===== src/rtl/sdram_port_pkg.sv =====
// Shared types for the toggle req/ack port responder: FSM states, bus widths
// and the "write with no byte lanes" test.
package sdram_port_pkg;

   localparam int DS_W = 2;
   localparam int DW   = 16;

   typedef enum logic [1:0] {
      IDLE  = 2'd0,
      ISSUE = 2'd1,
      DONE  = 2'd2
   } state_t;

   function automatic logic ds_none(input logic [DS_W-1:0] ds);
      return ds == '0;
   endfunction

endpackage


===== src/rtl/port_wdog.sv =====
// Backend wait watchdog: counts stalled ISSUE cycles and fires on the cycle that would reach TIMEOUT.
// Zero latency on expired; TIMEOUT=0 disables it (expired stuck at 0).
module port_wdog #(
   parameter int TIMEOUT = 255
) (
   input  logic clk_sys,
   input  logic reset_n,
   input  logic clr,
   input  logic run,
   output logic expired
);

   localparam int CW = (TIMEOUT > 0) ? $clog2(TIMEOUT + 1) : 1;
   localparam logic [CW-1:0] LAST = (TIMEOUT > 0) ? CW'(TIMEOUT - 1) : '0;

   logic [CW-1:0] cnt;

   // Saturates at LAST so the count can never wrap while waiting.
   always_ff @(posedge clk_sys or negedge reset_n) begin
      if (!reset_n) begin
         cnt <= '0;
      end else if (clr) begin
         cnt <= '0;
      end else if (run && (cnt != LAST)) begin
         cnt <= cnt + CW'(1);
      end
   end

   assign expired = (TIMEOUT != 0) && run && (cnt == LAST);

endmodule


===== src/rtl/sdram_port_responder.sv =====
// Toggle req/ack responder driving one memory access per request; ack flips 2 edges after accept
// (1 for a strobe-less write); backend stalls via mem_rdy, aborted after TIMEOUT ISSUE cycles.
module sdram_port_responder
   import sdram_port_pkg::*;
#(
   parameter int AW      = 22,
   parameter int TIMEOUT = 255
) (
   input  logic            clk_sys,
   input  logic            reset_n,
   input  logic            port_req,
   output logic            port_ack,
   input  logic            port_we,
   input  logic [AW-1:0]   port_a,
   input  logic [DS_W-1:0] port_ds,
   input  logic [DW-1:0]   port_d,
   output logic [DW-1:0]   port_q,
   output logic            mem_cs,
   output logic            mem_we,
   output logic [AW-1:0]   mem_addr,
   output logic [DS_W-1:0] mem_be,
   output logic [DW-1:0]   mem_wdata,
   input  logic            mem_rdy,
   input  logic [DW-1:0]   mem_rdata,
   output logic            busy,
   output logic            err
);

   state_t state;
   state_t state_nxt;
   logic   pending;
   logic   null_wr;
   logic   wd_clr;
   logic   wd_run;
   logic   expired;

   assign pending = port_req != port_ack;
   assign null_wr = port_we && ds_none(port_ds);
   assign busy    = state != IDLE;
   assign wd_clr  = state != ISSUE;
   assign wd_run  = (state == ISSUE) && !mem_rdy;

   port_wdog #(
      .TIMEOUT (TIMEOUT)
   ) u_wdog (
      .clk_sys (clk_sys),
      .reset_n (reset_n),
      .clr     (wd_clr),
      .run     (wd_run),
      .expired (expired)
   );

   always_ff @(posedge clk_sys or negedge reset_n) begin
      if (!reset_n) begin
         state <= IDLE;
      end else begin
         state <= state_nxt;
      end
   end

   always_comb begin
      state_nxt = state;
      case (state)
         IDLE:    if (pending) state_nxt = null_wr ? DONE : ISSUE;
         ISSUE:   if (mem_rdy || expired) state_nxt = DONE;
         DONE:    state_nxt = IDLE;
         default: state_nxt = IDLE;
      endcase
   end

   // Command registers double as the backend bus, so mem_* hold still through ISSUE.
   always_ff @(posedge clk_sys or negedge reset_n) begin
      if (!reset_n) begin
         port_ack  <= 1'b0;
         port_q    <= '0;
         mem_cs    <= 1'b0;
         mem_we    <= 1'b0;
         mem_addr  <= '0;
         mem_be    <= '0;
         mem_wdata <= '0;
         err       <= 1'b0;
      end else begin
         case (state)
            IDLE: begin
               if (pending) begin
                  mem_we    <= port_we;
                  mem_addr  <= port_a;
                  mem_be    <= port_ds;
                  mem_wdata <= port_d;
                  mem_cs    <= !null_wr;
               end
            end
            ISSUE: begin
               if (mem_rdy) begin
                  mem_cs <= 1'b0;
                  if (!mem_we) port_q <= mem_rdata;
               end else if (expired) begin
                  mem_cs <= 1'b0;
                  err    <= 1'b1;
               end
            end
            DONE: begin
               port_ack <= ~port_ack;
            end
            default: ;
         endcase
      end
   end

endmodule


===== config.mk =====
export PLATFORM = sky130hd
export DESIGN_NAME = sdram_port_responder
export DESIGN_NICKNAME = d
export VERILOG_FILES = /design/src/rtl/sdram_port_pkg.sv /design/src/rtl/port_wdog.sv /design/src/rtl/sdram_port_responder.sv
export SDC_FILE = /design/constraint.sdc
export NUM_CORES = 1
export LEC_CHECK = 0
export BUFFER_PORTS_ARGS = -buffer_cell sky130_fd_sc_hd__buf_2
export CAP_MARGIN = 0
export CORE_MARGIN = 4
export CORE_UTILIZATION = 52
export DETAILED_ROUTE_END_ITERATION = 10
export HOLD_SLACK_MARGIN = 0.06
export PLACE_DENSITY = 0.85
export SLEW_MARGIN = 0
export SYNTH_ARGS = -nofsm -noshare
export SYNTH_HDL_FRONTEND = slang
export SYNTH_SLANG_ARGS = --single-unit

===== constraint.sdc =====
create_clock -name clk_sys -period 3.6 [get_ports clk_sys]
set_input_delay 0.54 -clock clk_sys [delete_from_list [all_inputs] [get_ports clk_sys]]
set_output_delay 0.54 -clock clk_sys [all_outputs]
set_load 0.1 [all_outputs]

==> flow_summary_export.csv, run 1 <==
group,metric,value,unit
finish,finalInstanceArea,0.00391,mm^2
clocking,clk_latency,340,ps
die,fp-row-count,27,
worst_hold_path,holdCritPathClass,"input port to async pin",
synthesis,synthTopCellsByCount,"dfrtp_1, mux2_4, mux2_2, nand2_1",
placement,port_buffers,121,
outcome,status,"completed",
critical_path,cp.arrival,2390,ps
clocking,path_clk_slew,70,ps
finish,multi_input_area,0.00123,mm^2
clocking,cts_resized,0,
die,io_pins,122,
synthesis,netlist_top_cells_area,"dfrtp_1, mux2_4, mux2_2",
critical_path,worstPathRequired,3820,ps
grt,grt_max_degree,31,
finish,fillCellCount,390,
detailed_routing,ant_nets,0,
finish,drive_gt1_frac,0.617,
grt,grtUsageTotal,0.195,
clocking,postCtsSetupRepairBufs,0,
die,start_util,0.548,
grt,grt_pass1_vias,2143,
synthesis,yosysTopAreaCellShare,0.570,
critical_path,end_kind,"register",
synthesis,syn-num-nets,257,
finish,n_antenna_cell,0,
timing,setup_violations,0,
detailed_routing,avgRoutedWirePerCell,16.3,um
timing,slew_violations,0,
timing,hold_violations,0,
critical_path,startpoint,"port_ack",
critical_path,reg2reg_slack,1430,ps
timing,fmax,461,MHz
critical_path,cp_max_fo,27,
synthesis,ys_ff_latch,70,
critical_path,r2r-start,"port_ack",
synthesis,yosysWarnings,0,
clocking,cts_buffers,9,
clocking,cts.sinks,70,
placement,hpwl,4900,um
finish,area_growth_syn_to_layout,27.2,%
timing,tightest_slew,981,ps
synthesis,post-synth-top-count-cell,"dfrtp_1",
grt,grt_first_pass_wirelength,11000,um
grt,overflow,0,
timing,setup-tns-final,0,ps
timing,finalCritPeriodShare,0.603,
detailed_routing,wirelength,6490,um
clocking,ctsHoldBuffers,0,
detailed_routing,vias,2047,
clocking,cts_buffer_depth,2,
critical_path,worstSetupPathType,"register to register",
critical_path,start_kind,"register",
die,die_area,0.00720,mm^2
critical_path,r2r-end,"mem_addr[10]",
synthesis,synth_edf_count,0,
clocking,clockRootBuffer,"clkbuf_8",
detailed_routing,drt-initial-drc-count,82,
synthesis,synth_cell_types,41,
clocking,htreeDepth,3,
placement,placed_cell_area,0.00372,mm^2
synthesis,syn_area_per_cell,15.8,um^2
finish,ff_latch_area,0.00175,mm^2
detailed_routing,drt-pass1-iter-count,4,
flow_run,maxCapViolations,0,
synthesis,synthFlopType,"dfrtp_1",
clocking,cts_tree,"yes",
die,die_h,84.9,um
synthesis,seq_area_frac_synth,0.570,
die,core,0.00561,mm^2
critical_path,rr_worst_depth,4,
synthesis,synthArstFlopShare,1.00,
timing,timing.slew.headroom,0.345,
timing,period_minus_slack,2170,ps
placement,gp_routability_congestion,0.770,
synthesis,syn-cell-area,0.00307,mm^2
grt,antenna_found_initial,0,
detailed_routing,drc,0,
detailed_routing,vias_per_cell,5.14,
timing,rsz0062_at_grt,"false",
synthesis,yosysTopAreaCell,"dfrtp_1",
synthesis,netlist_instances,194,
critical_path,cp-endpoint,"mem_addr[10]",
finish,fin_nets,384,
timing,fin_skew,5.41,ps
die,die_w,84.9,um
[state kept, by name, indices dropped and copies added, names as in the netlist]
register and count:
mem_addr 22, mem_cs 1, u_wdog.cnt 8, port_q 16
err 1, port_ack 1, mem_we 1, state 2
mem_be 2, mem_wdata 16
[how the worst min path moves through the flow]
stage          startpoint  slack (ps)  depth (start not counted)     endpoint
6_report          reset_n         210                          1  mem_addr[2]
5_1_grt           reset_n         250                          1  mem_addr[2]
4_1_cts           reset_n         220                          1  mem_addr[2]
3_5_place_dp          err         460                          1          err
3_3_place_gp          err         450                          1          err
2_1_floorplan     reset_n         240                          0          err
[metrics by stage]
step	util	hold slack (ps)	std cells	setup slack [ps]
after detailed placement	0.663	462	382	1240
after global placement	0.663	453	382	1270
after floorplan	-	244	194	1630
after CTS	0.697	221	398	1420
final	0.697	214	398	1430
after global routing	0.697	254	398	1330
[routing by layer]
metal | vias to the layer above | part of all wire | wire length, um | GRT usage
met5 | - | 0 | 0 | 0
met4 | 0 | 0.017 | 112 | 0.0777
met3 | 11 | 0.083 | 542 | 0.0583
met2 | 92 | 0.48 | 3130 | 0.311
met1 | 986 | 0.42 | 2710 | 0.253
li1 | 958 | - | - | -
[area by class of cell]
| cell class | count | area share |
|---|---|---|
| flip-flops and latches | 70 | 0.448 |
| clock buffers | 10 | 0.0327 |
| well taps | 72 | 0.0231 |
| clock inverters | 6 | 0.0160 |
| multi-input cells | 113 | 0.316 |
| repair buffers | 124 | 0.161 |
| inverters | 3 | 0.00288 |
[cells in the final DEF, fill, tap and decap left out, types with 3 or more instances in the layout]
cell type	instances
nand2b_1	3
buf_4	3
inv_1	3
mux2_2	8
nand2_1	6
o21ai_0	4
dfrtp_1	70
buf_2	121
clkinv_2	3
clkbuf_8	9
a21oi_1	4
mux2_4	49
[logic make-up after synthesis]
group,count (synthesis),synth area share
flops,70,0.570
mux,58,0.272
simple gates,28,0.0599
compound gates,23,0.0538
buf+inv,11,0.0277
xor+xnor,2,0.00815
fa+ha+maj,2,0.00815
[worst max-delay path, stage by stage, from the launching register on]
cell,delay (ps)
dfrtp_1,430
xor2_2,210
nand2_2,630
buf_4,430
mux2_4,340
Power of run 1 is left out: the tool's default activity adds up to more than one toggle a clock period on the data nets, which glitch-free logic cannot reach.
==> inputs of run 2 (changes only) <==
--- a/config.mk
+++ b/config.mk
@@ -8,10 +8,10 @@
 export BUFFER_PORTS_ARGS = -buffer_cell sky130_fd_sc_hd__buf_2
 export CAP_MARGIN = 0
 export CORE_MARGIN = 4
-export CORE_UTILIZATION = 52
+export CORE_UTILIZATION = 48
 export DETAILED_ROUTE_END_ITERATION = 10
 export HOLD_SLACK_MARGIN = 0.06
-export PLACE_DENSITY = 0.85
+export PLACE_DENSITY = 0.79
 export SLEW_MARGIN = 0
 export SYNTH_ARGS = -nofsm -noshare
 export SYNTH_HDL_FRONTEND = slang
==> constraint.sdc (replaced) <==
create_clock -name clk_sys -period 2.2 [get_ports clk_sys]
set_input_delay 0.33 -clock clk_sys [delete_from_list [all_inputs] [get_ports clk_sys]]
set_output_delay 0.33 -clock clk_sys [all_outputs]
set_load 0.1 [all_outputs]
==> run 2 against run 1 <==
Compared with the run above: sequential share of layout area fell by 0.36 points; clock skew increased by 3.6 ps; cell count up 1.0%; routed wire length is 1.2% higher; count of clock-buffer cells in the layout rose by 2; first-iteration DRC count fell by 13%; core utilization shrank 4.7 points; via count grew 0.83%; die area rose by 7.5%; critical path type is now register to primary output.
==> flow_summary_export.csv, run 2 (same netlist as run 1, synthesis figures left out) <==
group,metric,value,unit
outcome,status,"completed",
finish,final_util,0.650,
grt,grt_pass1_vias,2201,
critical_path,worstSetupPathType,"register to primary output",
detailed_routing,avgRoutedWirePerCell,16.3,um
detailed_routing,vias,2064,
detailed_routing,vias_per_cell,5.13,
timing,finalCritPeriodShare,0.795,
finish,top_regs,"mem_addr x22, mem_wdata x16, port_q x16",
detailed_routing,ant_nets,0,
grt,grt_max_degree,49,
finish,ff_latch_area,0.00175,mm^2
clocking,path_clk_slew,70,ps
grt,grtUsageTotal,0.172,
clocking,cts.sinks,70,
clocking,cts_tree,"yes",
critical_path,end_kind,"primary output",
die,die_w,88.0,um
timing,fin_ws,452,ps
clocking,postCtsSetupRepairBufs,0,
critical_path,start_kind,"register",
finish,largest_register,"mem_addr",
timing,setup_violations,0,
clocking,clk_latency,330,ps
critical_path,worstPathRequired,1870,ps
clocking,clockRootBuffer,"clkbuf_8",
grt,antenna_found_initial,0,
placement,post-place-ws,487,ps
grt,grt_first_pass_wirelength,10300,um
critical_path,cp_max_fo,6,
clocking,ctsHoldBuffers,1,
clocking,cts_buffer_depth,2,
finish,fin_nets,385,
timing,fmax,572,MHz
finish,drive_gt1_frac,0.609,
timing,timing.slew.headroom,0.636,
finish,n_antenna_cell,0,
placement,hpwl,4890,um
clocking,cts_resized,0,
timing,fin_skew,8.96,ps
detailed_routing,drt-pass1-iter-count,4,
die,core,0.00606,mm^2
finish,multi_input_area,0.00123,mm^2
detailed_routing,drt-initial-drc-count,71,
finish,fillCellCount,460,
placement,placed_cells,385,
finish,layout_common_cells,"buf_2, dfrtp_1, mux2_4, clkbuf_8, mux2_2",
placement,port_buffers,121,
finish,final_cells,402,
detailed_routing,wirelength,6570,um
grt,overflow,0,
timing,hold_violations,0,
detailed_routing,drc,0,
timing,slew_violations,0,
clocking,htreeDepth,3,
critical_path,cp.arrival,1420,ps
die,die_h,88.0,um
timing,tightest_slew,545,ps
die,fp-row-count,28,
clocking,cts_buffers,9,
flow_run,maxCapViolations,0,
finish,largest_register_ff_count,22,
timing,period_minus_slack,1750,ps
finish,area_growth_syn_to_layout,28.2,%
placement,gp_routability_congestion,0.771,
die,io_pins,122,
timing,rsz0062_at_grt,"false",
timing,setup-tns-final,0,ps
finish,final_common_cell,"buf_2",
worst_hold_path,holdCritPathClass,"input port to register",
die,start_util,0.507,
die,die_area,0.00774,mm^2
-- run 2: changes by cell type in the layout (fill, tap and decap cells not counted), sizes merged --
| cell | previous run | this run |
|---|---|---|
| dlygate4sd3 | 0 | 1 |
| clkbuf | 10 | 12 |
| clkinvlp | 0 | 1 |
| clkinv | 5 | 2 |
-- run 2: path summary, 6_finish.rpt --
kind | start | to | slack (ps) | cells past startpoint
max | state[0] | busy | 450 | 3
min reg2reg | err | err | 470 | 1
max reg2reg | u_wdog.cnt[0] | mem_cs | 480 | 5
max in group asynchronous | reset_n | u_wdog.cnt[7] | 1070 | 3
min in group asynchronous | reset_n | mem_addr[4] | 500 | 2
min | port_d[10] | mem_wdata[10] | 220 | 2
-- run 2: stage by stage --
stage / hold slack (ps) / cell area, um^2
floorplan: 34.4 / 3070
global placement: 336 / 3740
detailed placement: 345 / 3740
CTS: 204 / 3940
global route: 210 / 3940
finish: 220 / 3940
-- run 2: layer usage --
layer | vias up | GRT usage | part of all wire
li1 | 960 | - | -
met2 | 90 | 0.273 | 0.48
met4 | 0 | 0.0809 | 0.024
met5 | - | 0 | 0
met1 | 1003 | 0.220 | 0.41
met3 | 11 | 0.0433 | 0.085
-- run 2: critical path: stages, from the launching register on --
cell and delay [ps]:
dfrtp_1 460, nor2_1 110, inv_1 80, buf_2 430
-- run 2: cell type report --
| cell class | count | area share |
|---|---|---|
| clock buffers | 12 | 0.0343 |
| clock inverters | 4 | 0.0121 |
| inverters | 3 | 0.00286 |
| multi-input cells | 113 | 0.314 |
| flip-flops and latches | 70 | 0.445 |
| well taps | 75 | 0.0238 |
| repair buffers | 125 | 0.168 |
Power of run 2 is left out for the same reason.
==> inputs of run 3 (changes only) <==
--- a/config.mk
+++ b/config.mk
@@ -5,13 +5,14 @@
 export SDC_FILE = /design/constraint.sdc
 export NUM_CORES = 1
 export LEC_CHECK = 0
+export ABC_AREA = 1
 export BUFFER_PORTS_ARGS = -buffer_cell sky130_fd_sc_hd__buf_2
 export CAP_MARGIN = 0
 export CORE_MARGIN = 4
-export CORE_UTILIZATION = 48
+export CORE_UTILIZATION = 43
 export DETAILED_ROUTE_END_ITERATION = 10
 export HOLD_SLACK_MARGIN = 0.06
-export PLACE_DENSITY = 0.79
+export PLACE_DENSITY = 0.76
 export SLEW_MARGIN = 0
 export SYNTH_ARGS = -nofsm -noshare
 export SYNTH_HDL_FRONTEND = slang
==> constraint.sdc (replaced) <==
create_clock -name clk_sys -period 1.4 [get_ports clk_sys]
set_input_delay 0.21 -clock clk_sys [delete_from_list [all_inputs] [get_ports clk_sys]]
set_output_delay 0.21 -clock clk_sys [all_outputs]
set_load 0.1 [all_outputs]
==> run 3 against run 2 <==
Compared with the run above: via count grew 19%; die area grew 4.8%; count of clock-buffer cells in the layout did not move; worst setup slack got worse by 440 ps; critical path depth up 5.
==> flow_summary_export.csv, run 3 <==
group,metric,value,unit
outcome,status,"completed",
finish,largest_register_ff_count,22,
die,fp-row-count,29,
clocking,clk_latency,340,ps
finish,n_antenna_cell,0,
clocking,cts_buffer_depth,2,
placement,port_buffers,121,
critical_path,cp_max_fo,4,
timing,period_minus_slack,1390,ps
grt,grt_pass1_vias,2604,
die,die_h,90.1,um
synthesis,syn-num-nets,360,
critical_path,worstPathRequired,1650,ps
timing,fin_skew,7.06,ps
synthesis,post-synth-top-count-cell,"nand2_1",
flow_run,maxCapViolations,0,
placement,hpwl,5270,um
synthesis,synthTopCellsByCount,"nand2_1, dfrtp_1, inv_1, mux2_4, buf_2",
finish,final_cells,531,
finish,top_regs,"mem_addr x22, mem_wdata x16, port_q x16",
synthesis,synth_edf_count,0,
finish,fin_nets,512,
timing,rsz0062_at_grt,"true",
timing,fmax,721,MHz
critical_path,end_kind,"register",
clocking,cts.sinks,70,
placement,gp_routability_congestion,0.794,
detailed_routing,drc,0,
timing,fin_ws,12.9,ps
grt,grtUsageTotal,0.187,
synthesis,seq_area_frac_synth,0.605,
detailed_routing,vias,2464,
die,io_pins,122,
grt,grt_max_degree,71,
synthesis,synthArstFlopShare,1.00,
placement,post-place-ws,-29.7,ps
worst_hold_path,holdCritPathClass,"input port to register",
timing,setup-tns-final,0,ps
finish,final_common_cell,"nand2_1",
grt,grt_first_pass_wirelength,12100,um
synthesis,syn-cell-area,0.00290,mm^2
synthesis,netlist_top_cells_area,"dfrtp_1, nand2_1, mux2_4",
detailed_routing,vias_per_cell,4.64,
synthesis,yosysTopAreaCell,"dfrtp_1",
die,start_util,0.448,
detailed_routing,drt-pass1-iter-count,4,
clocking,path_clk_slew,70,ps
detailed_routing,ant_nets,0,
critical_path,start_kind,"register",
synthesis,synthFlopType,"dfrtp_1",
synthesis,synthSimpleGateAreaFrac,0.238,
clocking,cts_buffers,9,
synthesis,synthAdderAreaFrac,0.00864,
timing,timing.slew.headroom,0.667,
clocking,cts_tree,"yes",
timing,hold_violations,0,
timing,slew_violations,0,
placement,placed_cells,496,
critical_path,cp.arrival,1640,ps
synthesis,yosysTopAreaCellShare,0.605,
timing,setup_violations,0,
detailed_routing,wirelength,7450,um
synthesis,yosysWarnings,0,
synthesis,netlist_instances,297,
die,die_area,0.00811,mm^2
synthesis,synth-compound-area-share,0.0207,
clocking,clockRootBuffer,"clkbuf_8",
timing,finalCritPeriodShare,0.991,
synthesis,syn_area_per_cell,9.75,um^2
synthesis,synth_mux_area_frac,0.0752,
detailed_routing,drt-initial-drc-count,121,
timing,tightest_slew,503,ps
synthesis,synth_cell_types,22,
synthesis,synth_xor_xnor_area_share,0.0151,
finish,layout_common_cells,"nand2_1, buf_2, dfrtp_1, dlygate4sd3_1, buf_4",
grt,overflow,0,
finish,area_growth_syn_to_layout,42.7,%
clocking,htreeDepth,3,
grt,antenna_found_initial,0,
synthesis,ys_ff_latch,70,
detailed_routing,avgRoutedWirePerCell,14.0,um
die,core,0.00646,mm^2
die,die_w,90.1,um
critical_path,worstSetupPathType,"register to register",
finish,largest_register,"mem_addr",
synthesis,synth_top_family_by_area,"simple AND/OR/NAND/NOR gates",
finish,final_util,0.640,
finish,drive_gt1_frac,0.419,
## run 3: changes by cell type after synthesis, sizes merged, moves of 3 or more
cell,change
mux2,-41
nand2,+142
nand2b,-4
nor3b,-3
inv,+12
nand4,+3
nor2,+8
nand3,+5
## run 3: logic make-up after synthesis
kind of cell | count (synthesis)
xor gates and xnor gates | 5
DFF | 70
buffers and inverters | 24
muxes | 16
and+or+nand+nor | 169
AOI/OAI and AO/OA | 11
adders and majority gates | 2
## run 3: metal layers
metal  vias up  GRT usage  share of wire
li1       1224          -              -
met1      1157      0.211           0.40
met2        73      0.340           0.53
met3        10     0.0467          0.050
met4         0     0.0689          0.016
met5         -          0              0
## run 3: area by class of cell
class	count	area, um^2
Clock buffer	12	135
Clock inverter	4	47.5
Fill cell	550	2330
Inverter	15	58.8
Multi-Input combinational cell	203	1100
Sequential cell	70	1760
Tap cell	77	96.3
Timing Repair Buffer	150	933
## run 3: stage by stage
| stage | hold slack [ps] | instance area [um^2] |
|---|---|---|
| floorplan | -85.6 | 2910 |
| global placement | 259 | 3700 |
| detailed placement | 264 | 3700 |
| CTS | 60.0 | 4050 |
| global route | 73.2 | 4130 |
| finish | 70.1 | 4130 |
## run 3: critical path, stage by stage (launching register included)
cell	delay, ps
dfrtp_1	390
inv_2	100
ha_4	140
nand2_2	60
nor2_4	140
nand2_2	90
nand2_4	110
nand3_1	100
a21oi_1	170
## run 3: repair_timing
action                                  4_1_cts  5_1_grt
hold buffers                                 14        0
resized for setup                             4       18
buffers inserted                              3        2
endpoints found under the setup margin        9       13
endpoints found under the hold margin        83        0
pin swaps                                     1        3
## run 3: worst paths after layout
| path | start | to | slack (ps) | depth (start not counted) |
|---|---|---|---|---|
| worst max-delay path | u_wdog.cnt[0] | state[1] | 10 | 8 |
| worst min-delay path | port_a[7] | mem_addr[7] | 70 | 3 |
| worst max register to register | u_wdog.cnt[0] | state[1] | 10 | 8 |
| worst min register to register | mem_wdata[1] | mem_wdata[1] | 470 | 2 |
| max in group asynchronous | reset_n | mem_we | 640 | 3 |
| min in group asynchronous | reset_n | state[0] | 390 | 3 |
Power of run 3 is left out for the same reason.
